==> config.mk <==
export PLATFORM = sky130hd
export DESIGN_NAME = uart_pixel_writer
export DESIGN_NICKNAME = d
export VERILOG_FILES = /design/src/rtl/uart_pixel_writer.sv
export SDC_FILE = /design/constraint.sdc
export NUM_CORES = 1
export LEC_CHECK = 0
export ABC_AREA = 1
export CORE_UTILIZATION = 40
export DETAILED_ROUTE_END_ITERATION = 16
export PLACE_DENSITY = 0.74
export SLEW_MARGIN = 10
export SYNTH_ARGS = -nofsm -noshare
export SYNTH_HDL_FRONTEND = slang
export SYNTH_SLANG_ARGS = --single-unit
==> constraint.sdc <==
create_clock -name clk_100MHz -period 1.7 [get_ports clk_100MHz]
set_input_delay 0.17 -clock clk_100MHz [delete_from_list [all_inputs] [get_ports clk_100MHz]]
set_output_delay 0.17 -clock clk_100MHz [all_outputs]
set_load 0.05 [all_outputs]
==> src/rtl/uart_pixel_writer.sv <==
// ---------------------------------------------------------------------------
// uart_pixel_writer
//
// Packs pairs of received UART bytes into 12-bit RGB444 pixels and writes
// them to the frame buffer in raster order, addresses 0..WIDTH*HEIGHT-1.
// The first byte of a pair supplies R in bits [3:0]; bits [7:4] are ignored.
// The second byte supplies G in bits [7:4] and B in bits [3:0].
//
// Ports:
//   clk_100MHz  in   system clock, rising edge
//   reset       in   synchronous, active-high reset
//   display     in   1 = VGA read mode: writer held idle, address rewound
//   rx_data     in   [7:0] received byte
//   rx_valid    in   one-cycle strobe qualifying rx_data
//   wr_addr     out  [$clog2(WIDTH*HEIGHT)-1:0] address of current/next pixel
//   wr_pixel    out  [11:0] packed pixel {R,G,B}
//   wr_en       out  one-cycle write strobe
//   frame_done  out  set after the last pixel of a frame is written
//   overrun     out  sticky; a byte arrived after the frame was complete
//
// Optional build macro BYTE_TIMEOUT_EN: abandons a half-received pixel when
// the low byte has not arrived within TIMEOUT_CYCLES, so that byte pairing
// resynchronises after a lost byte. Without it WAIT_LO waits indefinitely.
// ---------------------------------------------------------------------------
module uart_pixel_writer #(
  parameter int WIDTH          = 320,
  parameter int HEIGHT         = 240,
  parameter int TIMEOUT_CYCLES = 1000000
) (
  input  logic                                clk_100MHz,
  input  logic                                reset,
  input  logic                                display,
  input  logic [7:0]                          rx_data,
  input  logic                                rx_valid,
  output logic [$clog2(WIDTH*HEIGHT)-1:0]     wr_addr,
  output logic [11:0]                         wr_pixel,
  output logic                                wr_en,
  output logic                                frame_done,
  output logic                                overrun
);

  localparam int NPIX = WIDTH * HEIGHT;
  localparam int AW   = $clog2(WIDTH * HEIGHT);
  localparam logic [AW-1:0] LAST_ADDR = AW'(NPIX - 1);

  localparam logic [1:0] S_WAIT_HI = 2'd0;
  localparam logic [1:0] S_WAIT_LO = 2'd1;
  localparam logic [1:0] S_WRITE   = 2'd2;
  localparam logic [1:0] S_DONE    = 2'd3;

  // A frame of fewer than two pixels would give a zero-width address bus.
  if (NPIX < 2 || TIMEOUT_CYCLES < 1) begin : g_bad_param
    $error("uart_pixel_writer: WIDTH*HEIGHT must be >= 2 and TIMEOUT_CYCLES >= 1");
  end

  logic [1:0]    state_q, state_d;
  logic [3:0]    hi_q, hi_d;
  logic [AW-1:0] addr_q, addr_d;
  logic [11:0]   pix_q, pix_d;
  logic          wr_en_q, wr_en_d;
  logic          done_q, done_d;
  logic          ovr_q, ovr_d;

`ifdef BYTE_TIMEOUT_EN
  localparam int CNT_W = ($clog2(TIMEOUT_CYCLES + 1) > 20) ? $clog2(TIMEOUT_CYCLES + 1) : 20;
  localparam logic [CNT_W-1:0] CNT_LAST = CNT_W'(TIMEOUT_CYCLES - 1);
  logic [CNT_W-1:0] cnt_q, cnt_d;
`endif

  always_comb begin
    state_d = state_q;
    hi_d    = hi_q;
    addr_d  = addr_q;
    pix_d   = pix_q;
    wr_en_d = 1'b0;
    done_d  = done_q;
    ovr_d   = ovr_q;
`ifdef BYTE_TIMEOUT_EN
    cnt_d   = cnt_q;
`endif
    if (display) begin
      // Read mode wins over any incoming byte; flags are left untouched.
      state_d = S_WAIT_HI;
      addr_d  = '0;
      hi_d    = 4'd0;
    end else begin
      case (state_q)
        S_WAIT_HI: begin
          if (rx_valid) begin
            hi_d    = rx_data[3:0];
            done_d  = 1'b0;
            state_d = S_WAIT_LO;
`ifdef BYTE_TIMEOUT_EN
            cnt_d   = '0;
`endif
          end
        end
        S_WAIT_LO: begin
          if (rx_valid) begin
            pix_d   = {hi_q, rx_data};
            wr_en_d = 1'b1;
            state_d = S_WRITE;
`ifdef BYTE_TIMEOUT_EN
          end else if (cnt_q == CNT_LAST) begin
            // The count reaches TIMEOUT_CYCLES on this edge with no low byte.
            hi_d    = 4'd0;
            state_d = S_WAIT_HI;
          end else begin
            cnt_d   = cnt_q + 1'b1;
`endif
          end
        end
        S_WRITE: begin
          if (addr_q < LAST_ADDR) begin
            addr_d = addr_q + 1'b1;
            // A byte landing in the write cycle starts the next pixel.
            if (rx_valid) begin
              hi_d    = rx_data[3:0];
              state_d = S_WAIT_LO;
`ifdef BYTE_TIMEOUT_EN
              cnt_d   = '0;
`endif
            end else begin
              state_d = S_WAIT_HI;
            end
          end else begin
            addr_d  = '0;
            done_d  = 1'b1;
            state_d = S_DONE;
            if (rx_valid) ovr_d = 1'b1;
          end
        end
        S_DONE: begin
          if (rx_valid) ovr_d = 1'b1;
        end
        default: state_d = S_WAIT_HI;
      endcase
    end
  end

  always_ff @(posedge clk_100MHz) begin
    if (reset) begin
      state_q <= S_WAIT_HI;
      hi_q    <= 4'd0;
      addr_q  <= '0;
      pix_q   <= 12'd0;
      wr_en_q <= 1'b0;
      done_q  <= 1'b0;
      ovr_q   <= 1'b0;
`ifdef BYTE_TIMEOUT_EN
      cnt_q   <= '0;
`endif
    end else begin
      state_q <= state_d;
      hi_q    <= hi_d;
      addr_q  <= addr_d;
      pix_q   <= pix_d;
      wr_en_q <= wr_en_d;
      done_q  <= done_d;
      ovr_q   <= ovr_d;
`ifdef BYTE_TIMEOUT_EN
      cnt_q   <= cnt_d;
`endif
    end
  end

  assign wr_addr    = addr_q;
  assign wr_pixel   = pix_q;
  assign wr_en      = wr_en_q;
  assign frame_done = done_q;
  assign overrun    = ovr_q;

endmodule

## Word level (Yosys, flattened, before mapping)

Index checks and enable logic that the tools add are counted.

- Bits in registers: 38
- Input bits: 12
- Output and inout port bits: 32
- Word-level logic and storage cells: 45

- $add $sub $neg: 1
- Magnitude comparators: 1
- Equality and inequality tests: 7
- Muxes and demuxes: 16
- Bitwise gates (word level): 2
- Reduce and logical (&&, ||, !) cells: 11

Operators with widths:

| kind | count |
|---|---|
| $add A17 B1 Y17 const B | 1 |
| $lt A17 B17 Y1 const B | 1 |
| $mux W17 | 1 |
| $reduce_and A3 Y1 | 3 |
| $mux W4 | 2 |
| $ne A2 B2 Y1 const B | 4 |
| $pmux W4 S2 | 1 |
| $mux W1 | 6 |
| $mux W2 | 3 |
| $pmux W2 S3 | 1 |
| $eq A2 B2 Y1 const B | 2 |
| $pmux W1 S2 | 2 |
| $reduce_and A4 Y1 | 1 |
| $reduce_bool A2 Y1 | 2 |
| $reduce_bool A3 Y1 | 1 |
| $reduce_or A3 Y1 | 1 |
| $eq A2 B1 Y1 const B | 1 |
| $logic_not A2 Y1 | 1 |
| $not A1 Y1 | 2 |
| $reduce_and A2 Y1 | 1 |
| $reduce_or A2 Y1 | 1 |

## Logic depth before layout (Yosys ltp)

Gate-level depths: netlist of run 1.

- Depth after elaboration: 3
- Depth in mapped cells: 10

## Least setup slack after synthesis of run 1

No wires, ideal clock.

- Kind: reg-to-reg
- Start point: reg addr_q[0], in the netlist wr_addr[0]
- End point: reg addr_q[12], in the netlist wr_addr[12]
- Library setup time: 116 ps
- Arrival: 1686 ps
- Data required time: 1584 ps
- Setup slack: -102 ps
- Stages on the path, launching flop included: 8
- Buffers on the path: 0
- Period minus slack after synthesis: 1802 ps
- Cells stage by stage: dfxtp_1 > ha_1 > nand3_1 > inv_1 > nand3_1 > nor2_1 > xor2_1 > nor2_2

- Longest elaborated chain between the ends: 2

Ends and longest elaborated chain:

| element | RTL line | text |
|---|---|---|
| from (decl) | 58 | `logic [AW-1:0] addr_q, addr_d;` |
| from (signal assigned) | 156 | `addr_q <= addr_d;` |
| $add A17 B1 Y17 or $lt A17 B17 Y1 (tied branches) | 115, 114 |  |
| $mux W17 * | 114 | `if (addr_q < LAST_ADDR) begin` |

Mark *: on every way between the ends. The rest lies on a longest branch, timed or not.
A chain may end at the register's enable or synchronous reset.

## Worst setup path after layout of run 1

- Start point: reg addr_q[8], in the netlist wr_addr[8]
- End point: out wr_addr[8]

RTL lines:

| element | RTL line | text |
|---|---|---|
| to (decl) | 35 | `output logic [$clog2(WIDTH*HEIGHT)-1:0] wr_addr,` |

No word-level cell between the ends.

==> results.yml, run 1 <==
outcome:
  status: "finished clean"
detailed_routing:
  drt_antenna_net_count: 0
  drt_pre_antenna_iters: 4
  via_count: 1544
  detail_route.vias_per_cell: 4.75
  wl_per_instance_um: 11.1
  detail_route.drc_violations: 0
  drt_iter0_drc: 53
  drt_wl_total_um: 3610
synthesis:
  synth_edf_count: 0
  yosys.cell_count.top_type: "sky130_fd_sc_hd__nor2_1"
  ys_async_sr_fraction: 0
  synth_seq_cells: 38
  postSynthAreaPerCell_um2: 7.66
  synth.mux.area_fraction: 0
  yosysTopAreaCellShare: 0.441
  synth_simple_gate_area_share: 0.311
  synth_compound_gate_area_share: 0.110
  ys_top_cells_by_area: "sky130_fd_sc_hd__dfxtp_1 44%, sky130_fd_sc_hd__nor2_1 9.8%, sky130_fd_sc_hd__nand2_1 5.9%, sky130_fd_sc_hd__inv_1 5.0%, sky130_fd_sc_hd__a21oi_1 4.1%"
  syn-num-nets: 242
  synthAdderAreaFrac: 0.0363
  post_synth_most_frequent_cells: "45 x sky130_fd_sc_hd__nor2_1, 38 x sky130_fd_sc_hd__dfxtp_1, 27 x sky130_fd_sc_hd__nand2_1"
  synth.yosys.seq_area_share: 0.441
  synth_top_family_by_area: "simple AND/OR/NAND/NOR gates"
  synth.largest_area_cell: "sky130_fd_sc_hd__dfxtp_1"
  synth-warning-count: 0
  ys.flop_type: "sky130_fd_sc_hd__dfxtp_1"
  area_share_of_xor_xnor_cells_in_the_synthesized_design: 0.0305
  number_of_cells_produced_by_synthesis: 225
  netlist_area_um2: 1720
  synthDistinctLibCells: 28
pwr:
  vdd_drop_max_mv: 0.450
  static-leakage-power_nw: 0.870
  fin_total_pwr_mw: 1.66
  power-per-cell-area_nw_per_um2: 722
clock_network:
  tritoncts.num_buffers: 5
  cts-hold-fix-buffers: 0
  cts_root_buf: "sky130_fd_sc_hd__clkbuf_8"
  cts.sinks: 38
  tritoncts: "done"
  clock_tree.htree_level_count: 2
  clkSlewWorstSetupHoldPaths_ns: 0.08
  clock_latency_ns: 0.29
  clock_tree.buffer_depth: 2
cells_and_area:
  num_antenna_cells: 0
  layout_area_overhead_pct: 33.3
  drive_above_1_share: 0.193
  num-nets-final: 291
placed_design:
  place.detailed.hpwl_um: 2700
  routabilityCongestion: 0.820
  count_of_input_and_output_buffers: 43
sta:
  max_clock_freq_mhz: 613
  finalHoldViolations: 0
  tightest_slew_ns: 0.524
  maxSlewHeadroom: 0.650
  post-route-period-util: 0.960
  maxSlewViolCount: 0
  minimum_period_implied_by_the_final_worst_setup_slack_ns: 1.63
  fin_tns_setup_ns: 0
  finalSetupViolCount: 0
  worst_clock_skew_on_the_final_layout_ns: 0.0115
min_path:
  worstHoldPathType: "flop to flop"
worst_setup_path:
  critical_path.slowest_cell: "sky130_fd_sc_hd__clkdlybuf4s50_1"
  setup.worst_path.start_class: "flop"
  path_class: "flop to output pin"
  crit_arrival_ns: 1.46
  critical-path-top-delay-family: "buffers and inverters"
  critical_path_required_ns: 1.53
  cp_cell_sequence: "clkdlybuf4s50_1"
  crit_path_end_kind: "output pin"
  critPathMaxStageDelay_ns: 0.81
  critical_path_buf_inv_count: 1
  cp_max_fo: 3
floorplanning:
  initial_core_utilization: 0.425
  design.die.area_um2: 4580
  std_cell_rows: 23
  core_region_area_um2: 4060
  top_level_ports: 44
  die-height_um: 67.7
  x_dimension_of_the_die_um: 67.7
global_routing:
  grt_pass1_vias: 1249
  grt_use_total: 0.168
  grt_overflow_total: 0
  maximum_number_of_pins_on_one_net_before_global_route_repair: 17
  grt_first_pass_wirelength_um: 5730
  antenna_found_initial: 0
run:
  cap_violations: 0
[through the flow]
step / hold WS [ns] / worst slack [ns] / utilization / cell area, um^2 / instances
2_1_floorplan: 0.239 / 0.000482 / - / 1730 / 225
3_3_place_gp: 0.433 / 0.0483 / 0.541 / 2190 / 317
3_5_place_dp: 0.434 / 0.0721 / 0.541 / 2190 / 317
4_1_cts: 0.446 / 0.0524 / 0.562 / 2280 / 325
5_1_grt: 0.455 / -0.0199 / 0.566 / 2300 / 325
6_report: 0.445 / 0.0673 / 0.566 / 2300 / 325
[cell usage in the layout (no fill, tap or decap), types with 3 or more instances in the layout]
cell	instances
sky130_fd_sc_hd__nor2_2	11
sky130_fd_sc_hd__dfxtp_1	31
sky130_fd_sc_hd__nor3_1	4
sky130_fd_sc_hd__nor2_1	43
sky130_fd_sc_hd__dfxtp_2	7
sky130_fd_sc_hd__ha_1	4
sky130_fd_sc_hd__nand3_1	13
sky130_fd_sc_hd__inv_1	23
sky130_fd_sc_hd__xnor2_1	3
sky130_fd_sc_hd__o21ai_0	13
sky130_fd_sc_hd__clkbuf_8	5
sky130_fd_sc_hd__nor3b_1	3
sky130_fd_sc_hd__nand2_1	27
sky130_fd_sc_hd__xor2_1	3
sky130_fd_sc_hd__clkdlybuf4s50_1	33
sky130_fd_sc_hd__buf_4	14
sky130_fd_sc_hd__nand2_2	3
sky130_fd_sc_hd__a21oi_1	14
[final cells by class]
type | count | area, um^2
Fill cell | 400 | 1760
Multi-Input combinational cell | 159 | 858
Sequential cell | 38 | 769
Timing Repair Buffer | 47 | 435
Inverter | 23 | 86.3
Clock buffer | 6 | 72.6
Tap cell | 50 | 62.6
Clock inverter | 2 | 13.8
[cells by family after synthesis]
logic type,Yosys count
AND/OR/NAND/NOR,114
flip-flops,38
AO/OA/AOI/OAI,34
buffers and inverters,28
XOR/XNOR,6
adder cells (fa/ha/maj),5
[flip-flops by register name (all words and copies together), names as in the netlist]
name        cells
hi_q            4
wr_pixel       12
wr_en           1
wr_addr        17
state_q         2
frame_done      1
overrun         1
[metal layers]
layer,GRT usage,vias to the layer above,part of all wire
li1,-,825,-
met1,0.234,686,0.50
met2,0.240,28,0.45
met3,0.0389,5,0.034
met4,0.0798,0,0.013
met5,0,-,0
[report_power, final]
group	leakage, nW	internal (mW)	switching [mW]
clock	0.0452	0.289	0.318
combinational	0.514	0.0556	0.0856
sequential	0.311	0.903	0.00728
total	0.870	1.25	0.411
[final timing paths]
check             start           to  slack (ns)  cells after the start
max          wr_addr[8]   wr_addr[8]        0.07                      1
min          frame_done   frame_done        0.44                      2
max reg2reg  wr_addr[1]  wr_addr[14]        0.16                      9
min reg2reg  frame_done   frame_done        0.44                      2
[timing repair]
| action | 4_1_cts | 5_1_grt |
|---|---|---|
| setup buffers | 0 | 0 |
| gates resized for setup | 0 | 5 |
| endpoints found under the setup margin | 0 | 8 |
Note: power is estimated with default switching activity, not from simulation.
==> inputs of run 2 (changes only) <==
Settings changed: ABC_AREA 1 to unset, CORE_UTILIZATION 40 to 45, HOLD_SLACK_MARGIN set to 0.03, PLACE_DENSITY 0.74 to 0.81.
==> results.yml, run 2 <==
synthesis:
  synthDistinctLibCells: 38
  number_of_cells_produced_by_synthesis: 189
  ys.flop_type: "sky130_fd_sc_hd__dfxtp_1"
  yosysTopAreaCellShare: 0.443
  post_synth_most_frequent_cells: "38 x sky130_fd_sc_hd__dfxtp_1, 32 x sky130_fd_sc_hd__nor2_1, 16 x sky130_fd_sc_hd__nand2_1"
  yosys.cell_count.top_type: "sky130_fd_sc_hd__dfxtp_1"
  netlist_area_um2: 1720
  ys_top_cells_by_area: "sky130_fd_sc_hd__dfxtp_1 44%, sky130_fd_sc_hd__mux2i_1 7.0%, sky130_fd_sc_hd__nor2_1 7.0%, sky130_fd_sc_hd__ha_1 3.6%, sky130_fd_sc_hd__nand2_1 3.5%"
  synth_edf_count: 0
  synth.largest_area_cell: "sky130_fd_sc_hd__dfxtp_1"
  synth.yosys.seq_area_share: 0.443
  synth_seq_cells: 38
  syn-num-nets: 206
  ys_async_sr_fraction: 0
  synth-warning-count: 0
  postSynthAreaPerCell_um2: 9.08
worst_setup_path:
  regToRegSetupSlack_ns: 0.07
  cp_max_fo: 4
  path_class: "flop to output pin"
  r2r_start: "wr_addr[2]"
  cp_cell_sequence: "clkdlybuf4s50_1"
  worstReg2RegEnd: "wr_addr[7]"
  worst-r2r-cell-count: 5
  critical_path.slowest_cell: "sky130_fd_sc_hd__clkdlybuf4s50_1"
  crit_arrival_ns: 1.49
  setup.worst_path.start_class: "flop"
  critical_path_buf_inv_count: 1
  crit_path_end_kind: "output pin"
  path_depth: 1
  critical_path_required_ns: 1.53
  critical-path-top-delay-family: "buffers and inverters"
  critPathMaxStageDelay_ns: 0.83
global_routing:
  grt_pass1_vias: 1317
  grt_first_pass_wirelength_um: 6130
  grt_use_total: 0.193
  grt_overflow_total: 0
  maximum_number_of_pins_on_one_net_before_global_route_repair: 13
  antenna_found_initial: 0
cells_and_area:
  drive_above_1_share: 0.209
  layoutNonFillerInstCount: 292
  finalCoreUtilization: 0.667
  num-nets-final: 260
  mostFrequentLayoutCell: "sky130_fd_sc_hd__clkdlybuf4s50_1"
  layout_area_overhead_pct: 42.5
  num_antenna_cells: 0
  mostFrequentLayoutCells: "37 x sky130_fd_sc_hd__clkdlybuf4s50_1, 32 x sky130_fd_sc_hd__nor2_1, 21 x sky130_fd_sc_hd__dfxtp_1"
  max_ffs_per_register: 17
  nFillCells: 307
floorplanning:
  initial_core_utilization: 0.469
  die-height_um: 63.7
  core_region_area_um2: 3660
  x_dimension_of_the_die_um: 63.7
  design.die.area_um2: 4060
  top_level_ports: 44
  std_cell_rows: 22
outcome:
  status: "finished clean"
min_path:
  min-delay-start: "overrun"
  timing.hold.worst_path_depth: 1
  holdPathEnd: "overrun"
  worstHoldPathType: "flop to flop"
detailed_routing:
  drt_antenna_net_count: 0
  detail_route.vias_per_cell: 5.30
  wl_per_instance_um: 13.1
  drt_pre_antenna_iters: 4
  via_count: 1548
  detail_route.drc_violations: 0
  drt_iter0_drc: 125
  drt_wl_total_um: 3820
placed_design:
  place.detailed.hpwl_um: 2770
  count_of_input_and_output_buffers: 43
  routabilityCongestion: 0.797
  placed_cells: 283
clock_network:
  clock_latency_ns: 0.29
  clock_tree.htree_level_count: 2
  tritoncts: "done"
  cts_root_buf: "sky130_fd_sc_hd__clkbuf_8"
  tritoncts.num_buffers: 5
  clkSlewWorstSetupHoldPaths_ns: 0.08
  clock_tree.buffer_depth: 2
  cts.sinks: 38
pwr:
  switchingPower_uw: 386
  power_report.internal_total_mw: 1.44
  clock_power_share: 0.455
  static-leakage-power_nw: 0.972
  vdd_drop_max_mv: 0.480
  power-per-cell-area_nw_per_um2: 749
  pwr-share-comb: 0.059
  power.share.sequential: 0.486
  power_switching_share: 0.211
sta:
  tightest_slew_ns: 0.529
  finalHoldViolations: 0
  max_clock_freq_mhz: 601
  maxSlewHeadroom: 0.646
  minimum_period_implied_by_the_final_worst_setup_slack_ns: 1.66
  finalSetupViolCount: 0
  worst_clock_skew_on_the_final_layout_ns: 0.00737
  post-route-period-util: 0.979
  maxSlewViolCount: 0
run:
  cap_violations: 0
-- run 2: changes by cell type after synthesis, moves of 4 or more --
cell                      delta
sky130_fd_sc_hd__inv_1      -17
sky130_fd_sc_hd__nor2_1     -13
sky130_fd_sc_hd__mux2i_1    +12
sky130_fd_sc_hd__nand2_1    -11
sky130_fd_sc_hd__nor2_2     -10
sky130_fd_sc_hd__nand3_1     -8
sky130_fd_sc_hd__o21ai_0     -8
sky130_fd_sc_hd__a22o_1      +4
-- run 2: kinds of logic (layout without fill, tap and decap cells) --
family / count (synthesis) / in the layout / share of synthesized area
buffers and inverters: 13 / 68 / 0.0343
flip-flops: 38 / 38 / 0.443
multiplexers: 12 / 12 / 0.0700
XOR/XNOR: 10 / 10 / 0.0511
adder cells (fa/ha/maj): 5 / 5 / 0.0365
AND/OR/NAND/NOR: 78 / 78 / 0.225
AO/OA/AOI/OAI: 33 / 33 / 0.140
-- run 2: worst register-to-register path: cells and delay by family, from the launching register on --
family,cells,cell delay (ns)
flops,1,0.36
compound gates,2,0.39
simple gates,3,0.81
-- run 2: through the flow --
stage               area [um^2]  setup slack [ns]  power [mW]   TNS (ns)  hold slack (ns)
floorplan                  1760           -0.0122       0.963    -0.0572            0.242
global placement           2290             0.109        1.01          0            0.442
detailed placement         2290            0.0636        1.02          0            0.456
CTS                        2420            0.0446        1.84          0            0.473
global route               2440         -0.000720        1.89  -0.000720            0.487
finish                     2440            0.0362        1.83          0            0.467
-- run 2: power by group through the flow --
| stage | combinational, mW | sequential, mW | clock [mW] |
|---|---|---|---|
| floorplan | 0.0428 | 0.921 | 0 |
| global placement | 0.104 | 0.911 | 0 |
| detailed placement | 0.106 | 0.911 | 0 |
| CTS | 0.106 | 0.890 | 0.846 |
| global route | 0.116 | 0.891 | 0.886 |
| finish | 0.108 | 0.890 | 0.832 |
-- run 2: how the worst max path moves through the flow --
stage | start | slack [ns] | endpoint
6_report | wr_addr[16] | 0.04 | wr_addr[16]
5_1_grt | wr_addr[16] | -0.0007 | wr_addr[16]
4_1_cts | wr_addr[16] | 0.04 | wr_addr[16]
3_5_place_dp | wr_addr[12] | 0.06 | wr_addr[7]
3_3_place_gp | wr_addr[12] | 0.11 | wr_addr[7]
2_1_floorplan | wr_addr[7] | -0.01 | hi_q[0]
-- run 2: layout make-up --
cell class	count	area (um^2)	area share
Clock buffer	8	133	0.0543
Inverter	6	22.5	0.00922
Multi-Input combinational cell	138	918	0.376
Sequential cell	38	800	0.327
Tap cell	48	60.1	0.0246
Timing Repair Buffer	54	510	0.209
-- run 2: what timing repair did --
item / in CTS / in global routing
resized for setup: 0 / 3
hold buffers: 0 / 0
setup endpoints to repair: 0 / 6
setup buffers: 0 / 1
-- run 2: layer usage --
metal	track usage	share of wire	vias up	wire length (um)
met3	0.0375	0.040	4	154
met2	0.297	0.49	39	1870
li1	-	-	766	-
met1	0.263	0.46	739	1750
met4	0.0767	0.0094	0	36
met5	0	0	-	0
